**src/rtl/bin_to_bcd_seq_if.sv**
```systemverilog
// Start/busy/done handshake and BCD digit bus between a requester and bin_to_bcd_seq.
// The requester drives start/bin; the converter returns status and the four display digits.
interface bin_to_bcd_seq_if #(
    parameter int IN_WIDTH = 14
);
    logic                start;
    logic [IN_WIDTH-1:0] bin;
    logic                busy;
    logic                done;
    logic                ovf;
    logic [3:0]          bcd_3;
    logic [3:0]          bcd_2;
    logic [3:0]          bcd_1;
    logic [3:0]          bcd_0;

    modport master (
        output start, bin,
        input  busy, done, ovf, bcd_3, bcd_2, bcd_1, bcd_0
    );

    modport slave (
        input  start, bin,
        output busy, done, ovf, bcd_3, bcd_2, bcd_1, bcd_0
    );
endinterface

```
**src/rtl/bin_to_bcd_seq.sv**
```systemverilog
// Sequential double-dabble binary-to-BCD converter, one input bit per clock.
// Result registers hold between conversions; values above 9999 show as blank with ovf set.
module bin_to_bcd_seq #(
    parameter int IN_WIDTH      = 14,
    parameter bit BLANK_LEADING = 1'b1
) (
    input  logic              clk_i,
    input  logic              resetn_i,
    bin_to_bcd_seq_if.slave   bus
);

    localparam int CNT_W = 5;

    typedef enum logic [1:0] {
        IDLE,
        SHIFT,
        FINISH
    } state_t;

    state_t              state_q, state_d;
    logic [IN_WIDTH-1:0] bin_q,   bin_d;
    logic [19:0]         bcd_q,   bcd_d;
    logic [CNT_W-1:0]    cnt_q,   cnt_d;
    logic [15:0]         dig_q,   dig_d;
    logic                ovf_q,   ovf_d;
    logic                done_q,  done_d;

    logic [19:0]            adj;
    logic [20+IN_WIDTH-1:0] shifted;
    logic [15:0]            fin_dig;
    logic                   fin_ovf;

    // Add-3 correction is taken on the pre-shift value, then {bcd, bin} moves left once.
    always_comb begin
        adj = bcd_q;
        for (int i = 0; i < 5; i++) begin
            if (bcd_q[4*i +: 4] >= 4'd5) begin
                adj[4*i +: 4] = bcd_q[4*i +: 4] + 4'd3;
            end
        end
        shifted = {adj, bin_q} << 1;
    end

    always_comb begin
        fin_ovf = 1'b0;
        fin_dig = bcd_q[15:0];
        if (bcd_q[19:16] != 4'd0) begin
            fin_ovf = 1'b1;
            fin_dig = 16'hFFFF;
        end else if (BLANK_LEADING) begin
            // Units digit is never blanked so zero still shows a single 0.
            if (bcd_q[15:12] == 4'd0) begin
                fin_dig[15:12] = 4'hF;
                if (bcd_q[11:8] == 4'd0) begin
                    fin_dig[11:8] = 4'hF;
                    if (bcd_q[7:4] == 4'd0) begin
                        fin_dig[7:4] = 4'hF;
                    end
                end
            end
        end
    end

    always_comb begin
        state_d = state_q;
        bin_d   = bin_q;
        bcd_d   = bcd_q;
        cnt_d   = cnt_q;
        dig_d   = dig_q;
        ovf_d   = ovf_q;
        done_d  = 1'b0;
        case (state_q)
            IDLE: begin
                if (bus.start) begin
                    bin_d   = bus.bin;
                    bcd_d   = '0;
                    cnt_d   = CNT_W'(IN_WIDTH);
                    state_d = SHIFT;
                end
            end
            SHIFT: begin
                bcd_d = shifted[IN_WIDTH +: 20];
                bin_d = shifted[IN_WIDTH-1:0];
                cnt_d = cnt_q - 1'b1;
                if (cnt_q == CNT_W'(1)) begin
                    state_d = FINISH;
                end
            end
            FINISH: begin
                dig_d   = fin_dig;
                ovf_d   = fin_ovf;
                done_d  = 1'b1;
                state_d = IDLE;
            end
            default: state_d = IDLE;
        endcase
    end

    always_ff @(posedge clk_i) begin
        if (!resetn_i) begin
            state_q <= IDLE;
            bin_q   <= '0;
            bcd_q   <= '0;
            cnt_q   <= '0;
            dig_q   <= 16'hFFFF;
            ovf_q   <= 1'b0;
            done_q  <= 1'b0;
        end else begin
            state_q <= state_d;
            bin_q   <= bin_d;
            bcd_q   <= bcd_d;
            cnt_q   <= cnt_d;
            dig_q   <= dig_d;
            ovf_q   <= ovf_d;
            done_q  <= done_d;
        end
    end

    assign bus.busy  = (state_q != IDLE);
    assign bus.done  = done_q;
    assign bus.ovf   = ovf_q;
    assign bus.bcd_3 = dig_q[15:12];
    assign bus.bcd_2 = dig_q[11:8];
    assign bus.bcd_1 = dig_q[7:4];
    assign bus.bcd_0 = dig_q[3:0];

endmodule

```
**src/flat_wrapper.sv**
```systemverilog
// flat-port wrapper written by rule: the top's interface ports become plain ports
module bin_to_bcd_seq_flat 
#(
    parameter int IN_WIDTH      = 14,
    parameter bit BLANK_LEADING = 1'b1
)
  (clk_i, resetn_i, bus_start, bus_bin, bus_busy, bus_done, bus_ovf, bus_bcd_3, bus_bcd_2, bus_bcd_1, bus_bcd_0);
  bin_to_bcd_seq_if #(.IN_WIDTH(IN_WIDTH)) bus_i ();
  input  logic clk_i;
  input  logic resetn_i;
  input wire logic [$bits(bus_i.start)-1:0] bus_start;
  input wire logic [$bits(bus_i.bin)-1:0] bus_bin;
  output wire logic [$bits(bus_i.busy)-1:0] bus_busy;
  output wire logic [$bits(bus_i.done)-1:0] bus_done;
  output wire logic [$bits(bus_i.ovf)-1:0] bus_ovf;
  output wire logic [$bits(bus_i.bcd_3)-1:0] bus_bcd_3;
  output wire logic [$bits(bus_i.bcd_2)-1:0] bus_bcd_2;
  output wire logic [$bits(bus_i.bcd_1)-1:0] bus_bcd_1;
  output wire logic [$bits(bus_i.bcd_0)-1:0] bus_bcd_0;
  assign bus_i.start = bus_start;
  assign bus_i.bin = bus_bin;
  assign bus_busy = bus_i.busy;
  assign bus_done = bus_i.done;
  assign bus_ovf = bus_i.ovf;
  assign bus_bcd_3 = bus_i.bcd_3;
  assign bus_bcd_2 = bus_i.bcd_2;
  assign bus_bcd_1 = bus_i.bcd_1;
  assign bus_bcd_0 = bus_i.bcd_0;
  bin_to_bcd_seq #(.IN_WIDTH(IN_WIDTH), .BLANK_LEADING(BLANK_LEADING)) u_core (.clk_i(clk_i), .resetn_i(resetn_i), .bus(bus_i));
endmodule
```
**config.mk**
```make
export PLATFORM = sky130hd
export DESIGN_NAME = bin_to_bcd_seq_flat
export DESIGN_NICKNAME = d
export VERILOG_FILES = /design/src/rtl/bin_to_bcd_seq_if.sv /design/src/rtl/bin_to_bcd_seq.sv /design/src/flat_wrapper.sv
export SDC_FILE = /design/constraint.sdc
export NUM_CORES = 1
export LEC_CHECK = 0
export ABC_AREA = 1
export BUFFER_PORTS_ARGS = -buffer_cell sky130_fd_sc_hd__buf_2
export CAP_MARGIN = 20
export CORE_ASPECT_RATIO = 0.5
export CORE_MARGIN = 4
export CORE_UTILIZATION = 52
export DETAILED_ROUTE_END_ITERATION = 16
export GPL_ROUTABILITY_DRIVEN = 0
export PLACE_DENSITY_LB_ADDON = 0.15
export SYNTH_ARGS = -nofsm -noshare
export SYNTH_HDL_FRONTEND = slang
export SYNTH_SLANG_ARGS = --single-unit
```
**constraint.sdc**
```tcl
create_clock -name clk_i -period 1.49 [get_ports clk_i]
set_clock_uncertainty 0.15 [all_clocks]
set_input_delay 0.149 -clock clk_i [delete_from_list [all_inputs] [get_ports clk_i]]
set_output_delay 0.149 -clock clk_i [all_outputs]
set_load 0.01 [all_outputs]
```
==> Yosys cells after proc, flatten, opt, wreduce, memory -nomap -nowiden <==
Cells that the tools add are included.
{ "word_totals": {"ff_bits": 59, "input_bits": 17, "out_inout_bits": 19, "elab_cells": 53} }
{ "op_classes": {"addsub": 6, "order_cmp": 5, "eq_ne": 5, "mux": 21, "reduce_logical": 9} }
{ "op_table": {"columns": ["operator", "n"], "rows": [
  ["$pmux 20 s2", 1],
  ["$pmux 14 s2", 1],
  ["$mux 12", 2],
  ["$mux 4", 6],
  ["$ge 4x3->1 const B", 5],
  ["$mux 20", 1],
  ["$add 4x2->4 const B", 4],
  ["$mux 14", 1],
  ["$logic_not 4->1", 3],
  ["$pmux 5 s2", 1],
  ["$mux 8", 1],
  ["$eq 5x1->1 const B", 1],
  ["$mux 5", 1],
  ["$sub 5x1->5 const B", 1],
  ["$mux 2", 2],
  ["$pmux 2 s2", 1],
  ["$reduce_and 2->1", 2],
  ["$reduce_bool 2->1", 2],
  ["$reduce_bool 4->1", 1],
  ["$add 3x2->3 const B", 1],
  ["$mux 3", 1],
  ["$eq 2x1->1 const B", 1],
  ["$eq 2x2->1 const B", 1],
  ["$logic_not 2->1", 1],
  ["other kinds (3)", 4]
]} }

==> Depth between registers and ports, before layout <==
Gate-level depths: netlist of run 1.
{ "logic_depth": {"depth_word": 5, "depth_mapped": 10} }

==> Least setup slack after synthesis of run 1 <==
OpenSTA, ideal clock, no wires.
{ "synth_timing": {"path_type": "register -> register", "start": "register u_core.bcd_q[12]", "end": "register u_core.dig_q[4]", "setup_time_ns": 0.119, "arrival_ns": 1.141, "t_required_ns": 1.221, "path_slack_ns": 0.080, "path_stages_with_launch": 9, "path_cell_list": "dfxtp_1 -> inv_1 -> ha_1 -> nand2_1 -> nor2_1 -> nand2_1 -> nor2_1 -> o21ai_0 -> nand2_1"} }
{ "synth_via": {"elab_chain_cells": 3} }
{ "synth_rtl": {"columns": ["item", "line", "rtl"], "rows": [
  ["start, declared", "bin_to_bcd_seq.sv:22", "logic [19:0] bcd_q, bcd_d;"],
  ["start signal, assigned", "bin_to_bcd_seq.sv:103", "bcd_q <= '0;"],
  ["start signal, assigned", "bin_to_bcd_seq.sv:111", "bcd_q <= bcd_d;"],
  ["$logic_not 4->1", "bin_to_bcd_seq.sv:52", "if (bcd_q[15:12] == 4'd0) begin"],
  ["$mux 12", "bin_to_bcd_seq.sv:52", null],
  ["$mux 12", "bin_to_bcd_seq.sv:47", "if (bcd_q[19:16] != 4'd0) begin"],
  ["end signal, assigned", "bin_to_bcd_seq.sv:113", "dig_q <= dig_d;"],
  ["end, declared", "bin_to_bcd_seq.sv:24", "logic [15:0] dig_q, dig_d;"]
]} }
No other way between the ends.
A chain may end at the register's enable or synchronous reset.

==> Worst setup path after layout of run 1 <==
{ "layout_timing": {"start": "register u_core.bcd_q[16]", "end": "register u_core.dig_q[11]"} }
{ "layout_via": {"elab_chain_cells": 2} }
{ "layout_rtl": {"columns": ["item", "line"], "rows": [
  ["$reduce_bool 4->1", "bin_to_bcd_seq.sv:47"],
  ["$mux 12", "bin_to_bcd_seq.sv:47"]
]} }
No other way between the ends.

==> out/results.txt, run 1 <==
FF/Latch Area: 1190 um2
Vias in the first global route: 2,724
Crit-path slowest cell: dfxtp_4
Clock Path Buffers: 2
DRT Pass-1 Iters: 4
Synth Instances: 418
Layout cells sized above 1: 23.6%
Worst Tran Pin Value: 0.277 ns
CP Max Fanout: 7
Status: finished clean
Clock sinks: 59
Syn_nets: 448
Synth Flop Type: dfxtp_1
Commonest non-fill, non-tap cell in the layout: nand2_1
Initial antenna violation count: 0
Syn avg cell area: 6.97 um2
Die Y-Extent: 60.9 um
GR Overflow Total: 0
Largest net degree at the start of global routing: 31
Num CTS Buffers: 9
Crit path largest cell delay: 0.35 ns
Fmax: 690 MHz
Post-synth cell types: 25
Post-synthesis async set-or-reset flop share: 0%
Die X: 114 um
Setup ws final: 0.0398 ns
Most frequent CP cell: nand2_1
Hpwl dp: 4570 um
Final Core Density: 72.4%
Slew headroom: 81.5%
Synthesized area: 2910 um2
DRT antenna net count: 0
Via density: 5.24
Max-cap violations: 0
CP Data Arrival Time: 1.53 ns
Drt wl/cell: 13.0 um
Commonest cells after routing, fill and taps aside: 129 x nand2_1, 52 x dfxtp_1, 37 x nand3_1, 37 x a21oi_1, 35 x buf_2
PortBufs: 35
Io pins: 36
TritonCTS clock tree: done
Pwr dens: 944 nW/um2
Routed vias: 2,916
Critical Path RT: 1.57 ns
Starting Density: 56.5%
Unrepaired setup endpoints after global routing: yes
Synth Register Bits: 59
Later-pin clock latency in the skew report: 0.35 ns
Max-slew violations: 0
Core area: 5160 um2
Pleak: 1.65 nW
Die area: 6940 um2
Tmin final: 1.45 ns
Final period util: 97.3%
Crit path launch type: flip-flop
Cell Count, Final, Fillers Out: 557
# DRC: 0
Layout Nets: 512
CP cell instances: inv_4 > ha_4 > nand2_2 > nor2_4 > buf_6 > nand3_1 > nand2_1 > nand2_1
DP Worst Slack: -0.0676 ns
EDFF count, synth: 0
CTS root buffer: clkbuf_8
Final Hold Fails: 0
DRT iter0 DRCs: 168
Ys Warns: 0
H-tree Lvls: 3
Final wirelength: 7240 um
CP endpoint kind: flip-flop
Worst vdd ir: 749 uV
FP Rows: 18
Filler Cell Count: 396
Reg clk slew, reported paths: 0.06 ns
Sequential cell area fraction in the yosys report: 40.5%
WS Path Type: reg2reg
Total power: 3.53 mW
P&R area growth vs syn: 28.1%
Placed Instances: 523
Multi-input logic area: 1570 um2
N_diodes: 0
Hold Crit Class: in2reg
First-pass GRT wire length: 11,800 um
Final setup vio count: 0
All-Layer GR Usage: 21.9%
-- sequential cells by signal (all words and copies together), names as in the netlist --
name and count:
u_core.bcd_q 20, u_core.dig_q 16, u_core.bin_q 14, u_core.cnt_q 5, u_core.state_q 2, u_core.bus.done 1
u_core.bus.ovf 1
-- power by group --
| group | total [mW] | switching (mW) | internal [mW] |
|---|---|---|---|
| logic | 0.341 | 0.206 | 0.134 |
| registers | 1.66 | 0.0321 | 1.62 |
| clock network | 1.53 | 0.617 | 0.912 |
-- layout make-up --
type / instances / share of cell area, %
Clock buffer: 15 / 4.73
Clock inverter: 1 / 0.805
Inverter: 46 / 5.16
Multi-Input combinational cell: 299 / 42.1
Sequential cell: 59 / 32.0
Tap cell: 70 / 2.35
Timing Repair Buffer: 67 / 12.8
-- Yosys cell counts, types with 2 or more instances --
cell type | number | share of area (%)
inv_6 | 2 | 0.60
clkbuf_1 | 5 | 0.64
o211ai_1 | 7 | 1.8
buf_6 | 4 | 1.5
nand3_1 | 40 | 6.9
nand4_1 | 4 | 0.86
o21ai_0 | 9 | 1.5
ha_1 | 13 | 5.6
nand2_4 | 3 | 1.2
nand2_1 | 137 | 18
a31oi_1 | 2 | 0.43
o22ai_1 | 8 | 1.7
inv_2 | 4 | 0.52
a21oi_1 | 37 | 6.4
buf_2 | 3 | 0.52
dfxtp_1 | 59 | 41
nand2_2 | 2 | 0.43
nor2_1 | 33 | 4.3
inv_1 | 40 | 5.2
-- critical path, delay by kind of cell, from the launching register on --
kind / cells / cell delay [ns]
simple gates: 5 / 0.49
flops: 1 / 0.35
buf+inv: 2 / 0.23
fa+ha+maj: 1 / 0.13
-- per-stage QoR --
step	cell area (um2)	TNS (ns)	hold WS (ns)
CTS	3580	0	0.00373
global route	3730	-0.129	0.0426
finish	3730	0	0.0105
global placement	3220	-0.0303	0.255
floorplan	2910	0	0.142
detailed placement	3220	-0.115	0.258
-- layer usage --
metal	vias to the layer above	global-route usage, %	wire [um]
li1	1479	-	-
met1	1312	23.2	3110
met2	110	40.5	3480
met3	15	9.76	529
met4	0	6.77	126
met5	-	0	0
-- cell families after synthesis --
logic type | Yosys count | share of synthesized area (%)
simple gates | 222 | 32.5
compound gates | 64 | 12.0
buf+inv | 60 | 9.36
flops | 59 | 40.5
fa+ha+maj | 13 | 5.58
-- final timing paths --
kind,startpoint,end,slack (ns),cells past startpoint
hold reg to reg,u_core.dig_q[10],u_core.dig_q[10],0.31,2
setup reg to reg,u_core.bcd_q[16],u_core.dig_q[11],0.04,8
setup / recovery,u_core.bcd_q[16],u_core.dig_q[11],0.04,8
hold / removal,resetn_i,u_core.bcd_q[0],0.01,3
-- repair_timing --
action                                 CTS  global route
hold buffers                            14             0
endpoints found under the hold margin   14             0
setup endpoints to repair                6            31
pin swaps                                2             5
setup buffers                            0             4
gates resized for setup                  9            41
No activity file was read; power rests on OpenSTA's default activity.
==> run 2, diff against run 1 <==
- CORE_ASPECT_RATIO: 0.5 -> unset
==> out/results.txt, run 2 (same netlist as run 1, synthesis figures left out) <==
Initial antenna violation count: 0 (unchanged)
Most flops, register: u_core.bcd_q
PortBufs: 35 (unchanged)
Crit path largest cell delay: 0.32 ns (-0.03 ns)
Die X: 82.9 um (-27%)
DP Worst Slack: -0.0616 ns (+0.00601 ns)
CP cell instances: inv_2 > nand2_4 > inv_8 > buf_4 > nand2_1 > o211ai_1 > nand2_1 > inv_1
Final setup vio count: 0 (unchanged)
DRT antenna net count: 0 (unchanged)
N_diodes: 0 (unchanged)
Routed vias: 2,823 (-3.2%)
Crit-path slowest cell: dfxtp_1
Worst Hold Path EP: u_core.bin_q[9]
Cell Count, Final, Fillers Out: 556 (-0.18%)
Clock Path Buffers: 2 (unchanged)
CP Max Fanout: 29 (+22)
Unrepaired setup endpoints after global routing: yes
Placed Instances: 524 (+0.19%)
WS Path Type: reg2reg
Most frequent CP cell: nand2_1
Layout Nets: 512 (unchanged)
Top Registers: u_core.bcd_q x20, u_core.dig_q x16, u_core.bin_q x14
Total stage count of the critical path: 8 (unchanged)
Cell area after layout: 3660 um2 (-1.9%)
Slew headroom: 81.0% (-0.49 points)
Delay-heaviest family, CP: buffers and inverters
Crit path buffers/inverters: 4 (+2)
All-Layer GR Usage: 20.0% (-1.9 points)
Hold Path Stages: 5 (+2)
Tmin final: 1.39 ns (-0.0553 ns)
Filler Cell Count: 481 (+21%)
Worst Tran Pin Value: 0.284 ns (+0.00740 ns)
Hold Path Origin: bus_bin[9]
Final wirelength: 6740 um (-6.9%)
TritonCTS clock tree: done
DRT iter0 DRCs: 129 (-23%)
Reg clk slew, reported paths: 0.07 ns (about the same)
# DRC: 0 (unchanged)
Worst r2r src: u_core.state_q[1]
Commonest cells after routing, fill and taps aside: 128 x nand2_1, 51 x dfxtp_1, 38 x nand3_1, 37 x a21oi_1, 35 x buf_2
Pwr dens: 885 nW/um2 (-6.3%)
R2R Setup Slk: 0.1 ns (+0.06 ns)
H-tree Lvls: 3 (unchanged)
CTS root buffer: clkbuf_8
Clock sinks: 59 (unchanged)
Die Y-Extent: 82.9 um (+36%)
Hpwl dp: 4440 um (-2.9%)
Final Core Density: 69.5% (-2.9 points)
P&R area growth vs syn: 25.6%
Num CTS Buffers: 9 (unchanged)
Critical Path RT: 1.63 ns (+0.06 ns)
Later-pin clock latency in the skew report: 0.34 ns (about the same)
Status: finished clean
Crit path launch type: flip-flop
R2r endpoint: u_core.bin_q[9]
Placed cell area: 3210 um2 (-0.16%)
Core area: 5270 um2 (+2.2%)
Max reg flops: 20 (unchanged)
Vias in the first global route: 2,709 (-0.55%)
Io pins: 36 (unchanged)
Largest net degree at the start of global routing: 29 (-6.5%)
Die area: 6870 um2 (-1.0%)
Drt wl/cell: 12.1 um (-6.8%)
Max-cap violations: 0 (unchanged)
FP Rows: 26 (+8)
Hold Crit Class: in2reg
Via density: 5.08 (-3.0%)
GR Overflow Total: 0 (unchanged)
First-pass GRT wire length: 11,400 um (-3.5%)
CP endpoint kind: flip-flop
Commonest non-fill, non-tap cell in the layout: nand2_1
Fmax: 717 MHz (+4.0%)
R2R cell count: 8 (unchanged)
Layout cells sized above 1: 24.1% (+0.46 points)
Max-slew violations: 0 (unchanged)
DRT Pass-1 Iters: 4 (unchanged)
CP Data Arrival Time: 1.54 ns (about the same)
Starting Density: 55.3% (-1.2 points)
Final period util: 93.6% (-3.7 points)
Setup ws final: 0.0951 ns (+0.0553 ns)
Worst vdd ir: 579 uV (-23%)
Final Hold Fails: 0 (unchanged)
Pleak: 1.62 nW (-1.4%)
-- run 2: changes by cell type in the layout (fill, tap and decap cells not counted), sizes merged --
cell    previous run  this run
bufinv             1         0
buf               53        52
clkinv             0         3
nor2              35        36
clkbuf            15        12
-- run 2: area by class of cell --
cell class                 count  area, um2  share of cell area (%)
timing repair buffer          66        463                    12.6
sequential                    59       1190                    32.5
multi-input combinational    300       1570                    42.8
inverter                      46        193                    5.26
tap                           70       87.6                    2.39
clock buffer                  12        145                    3.96
clock inverter                 3       15.0                   0.410
-- run 2: per-layer routing --
layer	vias to the layer above	share of wire (%)	global-route usage [%]
met5	-	0	0
met4	0	3.5	10.1
met3	20	4.4	4.55
met2	58	48	36.7
met1	1270	45	21.3
li1	1475	-	-
-- run 2: repair_timing --
action                                 4_1_cts  5_1_grt
hold buffers                                14        0
endpoints found under the hold margin       21        0
gates cloned                                 0        1
setup buffers                                1        1
setup endpoints to repair                   11       33
resized for setup                            5       44
pin swaps                                    1        9
-- run 2: worst max-delay path by stage --
stage               slack, ns              start               end
CTS                      0.01    u_core.bcd_q[9]   u_core.dig_q[7]
global placement        0.005   u_core.bcd_q[16]  u_core.dig_q[13]
global route            -0.02    u_core.bcd_q[9]  u_core.bcd_q[12]
detailed placement      -0.06   u_core.bcd_q[16]  u_core.dig_q[13]
floorplan                0.08   u_core.bcd_q[12]   u_core.dig_q[4]
finish                    0.1  u_core.state_q[1]   u_core.bin_q[9]
-- run 2: worst register-to-register path: stages, from the launching register on --
cell and delay, ns:
dfxtp_1 0.32, inv_2 0.11, nand2_4 0.11, inv_8 0.19, buf_4 0.18, nand2_1 0.05, o211ai_1 0.10, nand2_1 0.09
inv_1 0.05
-- run 2: where the power goes --
part           internal [mW]  switching (mW)
combinational          0.131           0.212
clock                  0.632           0.612
sequential              1.63          0.0292
-- run 2: metrics by stage --
stage	hold WS [ns]	setup TNS (ns)	power, mW
2_1_floorplan	0.142	0	1.92
3_3_place_gp	0.253	0	1.99
3_5_place_dp	0.257	-0.357	1.99
4_1_cts	0.00953	0	3.25
5_1_grt	0.0244	-0.0523	3.38
6_report	0.0133	0	3.24
==> run 3, diff against run 2 <==
- ABC_AREA: 1 -> 0
- CORE_MARGIN: 4 -> 2
- CORE_UTILIZATION: 52 -> 57
- clock period: 1.49 -> 1.7 ns (I/O delays scaled with it)
==> out/results.txt, run 3 <==
Clock sinks: 59 (unchanged)
CP endpoint kind: flip-flop
DRT iter0 DRCs: 139 (+7.8%)
Routed vias: 2,529 (-10%)
DRT Pass-1 Iters: 4 (unchanged)
H-tree Lvls: 3 (unchanged)
Worst Tran Pin Value: 0.820 ns (+0.535 ns)
Crit path buffers/inverters: 2 (-2)
Pleak: 1.33 nW (-18%)
Final Core Density: 73.4% (+4.0 points)
TritonCTS clock tree: done
All-Layer GR Usage: 25.1% (+5.1 points)
Largest cells by area after synthesis: dfxtp_1 43%, o21ai_0 7.9%, nand2_1 6.2%
Crit path launch type: flip-flop
Die Y-Extent: 73.3 um (-12%)
Crit-path slowest cell: dfxtp_1
Synth Instances: 326 (-22%)
Die X: 73.3 um (-12%)
Final setup vio count: 0 (unchanged)
Syn avg cell area: 8.40 um2 (+21%)
Reg clk slew, reported paths: 0.07 ns (about the same)
Initial antenna violation count: 0 (unchanged)
Die area: 5380 um2 (-22%)
Most flops, register: u_core.bcd_q
Post-synth top area share: 43.1% (+2.6 points)
Critical Path RT: 1.78 ns (+0.15 ns)
DRT antenna net count: 0 (unchanged)
Slew headroom: 45.2% (-36 points)
Filler Cell Count: 341 (-29%)
Io pins: 36 (unchanged)
Layout cells sized above 1: 28.4% (+4.4 points)
Synth Register Bits: 59 (unchanged)
Final period util: 99.5% (+5.9 points)
Synth Flop Type: dfxtp_1
Yosys top cell by area: dfxtp_1
Largest net degree at the start of global routing: 25 (-14%)
Via density: 5.65 (+11%)
Top Registers: u_core.bcd_q x20, u_core.dig_q x16, u_core.bin_q x14
# DRC: 0 (unchanged)
Hpwl dp: 4400 um (-0.93%)
Final Hold Fails: 0 (unchanged)
Crit path largest cell delay: 0.33 ns (about the same)
FP Rows: 25 (-3.8%)
Hold Crit Class: in2reg
Delay-heaviest family, CP: simple AND/OR/NAND/NOR gates
Commonest non-fill, non-tap cell in the layout: dfxtp_1
Max reg flops: 20 (unchanged)
GR Overflow Total: 0 (unchanged)
CP Max Fanout: 5 (-83%)
CP Data Arrival Time: 1.77 ns (+0.23 ns)
Unrepaired setup endpoints after global routing: yes
Most frequent cell after synthesis: dfxtp_1
Sequential cell area fraction in the yosys report: 43.1% (+2.6 points)
Core area: 4690 um2 (-11%)
Tmin final: 1.69 ns (+0.296 ns)
EDFF count, synth: 0 (unchanged)
Status: finished clean
Pwr dens: 922 nW/um2 (+4.2%)
P&R area growth vs syn: 25.8%
Synthesized area: 2740 um2 (-6.0%)
First-pass GRT wire length: 10,300 um (-9.9%)
Fmax: 591 MHz (-18%)
WS Path Type: reg2reg
Clock Path Buffers: 2 (unchanged)
Ys Warns: 0 (unchanged)
Post-synth cell types: 40 (+60%)
Syn_nets: 356 (-21%)
Commonest cells after routing, fill and taps aside: 55 x dfxtp_1, 45 x nand2_1, 42 x o21ai_0, 35 x buf_2, 31 x buf_4
Worst vdd ir: 694 uV (+20%)
PortBufs: 35 (unchanged)
Drt wl/cell: 14.4 um (+19%)
N_diodes: 0 (unchanged)
Max-slew violations: 0 (unchanged)
Later-pin clock latency in the skew report: 0.34 ns (about the same)
CP cell instances: inv_1 > ha_2 > nor3b_4 > and4bb_4 > buf_4 > o32ai_1 > nand2_1
Vias in the first global route: 2,343 (-14%)
Commonest cells in the synthesized netlist: 59 x dfxtp_1, 45 x nand2_1, 43 x o21ai_0
Num CTS Buffers: 9 (unchanged)
Fin Setup TNS: 0 ns (unchanged)
Layout Nets: 419 (-18%)
Final wirelength: 6460 um (-4.1%)
Max-cap violations: 0 (unchanged)
Starting Density: 58.4% (+3.1 points)
CTS root buffer: clkbuf_8
Post-synthesis async set-or-reset flop share: 0% (unchanged)
==> run 3: logic make-up after synthesis <==
logic type	count (synthesis)	share of synthesized area [%]
buffers and inverters	37	5.98
DFF	59	43.1
muxes	5	2.06
adders and majority gates	13	5.94
and+or+nand+nor	97	17.0
AOI/OAI and AO/OA	106	23.0
xor gates and xnor gates	9	2.88
==> run 3: timing repair <==
item	4_1_cts	5_1_grt
pin swaps	0	2
setup endpoints to repair	1	12
setup buffers	0	6
gates resized for setup	1	12
endpoints found under the hold margin	4	0
hold buffers	1	0
==> run 3: layout make-up <==
type                       instances  area (um2)  share of cell area [%]
clock buffer                      11         151                    4.39
clock inverter                     5        75.1                    2.18
inverter                          19        71.3                    2.07
multi-input combinational        230        1430                    41.4
sequential                        59        1190                    34.4
tap                               54        67.6                    1.96
timing repair buffer              70         469                    13.6
==> run 3: power by group <==
group	switching, mW	internal [mW]
clock network	0.539	0.897
registers	0.0301	1.43
logic	0.161	0.119
==> run 3: path summary, 6_finish.rpt <==
kind	endpoint	from	slack [ns]	cells after the start
max	u_core.dig_q[8]	u_core.bcd_q[13]	0.009	7
max reg2reg	u_core.dig_q[8]	u_core.bcd_q[13]	0.009	7
min reg2reg	u_core.cnt_q[4]	u_core.cnt_q[4]	0.31	2
min	u_core.bin_q[5]	bus_bin[5]	0.08	5
==> run 3: worst register-to-register path: stages (launching register included) <==
cell      delay [ns]
dfxtp_1         0.33
inv_1           0.07
ha_2            0.17
nor3b_4         0.15
and4bb_4        0.22
buf_4           0.14
o32ai_1         0.27
nand2_1         0.08
==> run 3: metrics by stage <==
step,worst slack (ns),hold slack [ns],instances,power [mW],cell area [um2]
2_1_floorplan,0.0267,0.229,326,1.66,2740
3_3_place_gp,0.0644,0.279,425,1.75,3130
3_5_place_dp,0.0324,0.282,425,1.75,3130
4_1_cts,0.0113,0.0713,442,3.19,3370
5_1_grt,-0.0674,0.110,448,3.30,3450
6_report,0.00894,0.0764,448,3.18,3450
==> run 3: routing by layer <==
layer  vias up  track usage, %  part of all wire (%)
met5         -               0                     0
met4         0            9.70                   1.4
met3         9            6.72                   4.5
met2        63            43.3                    50
met1      1187            29.6                    44
li1       1270               -                     -
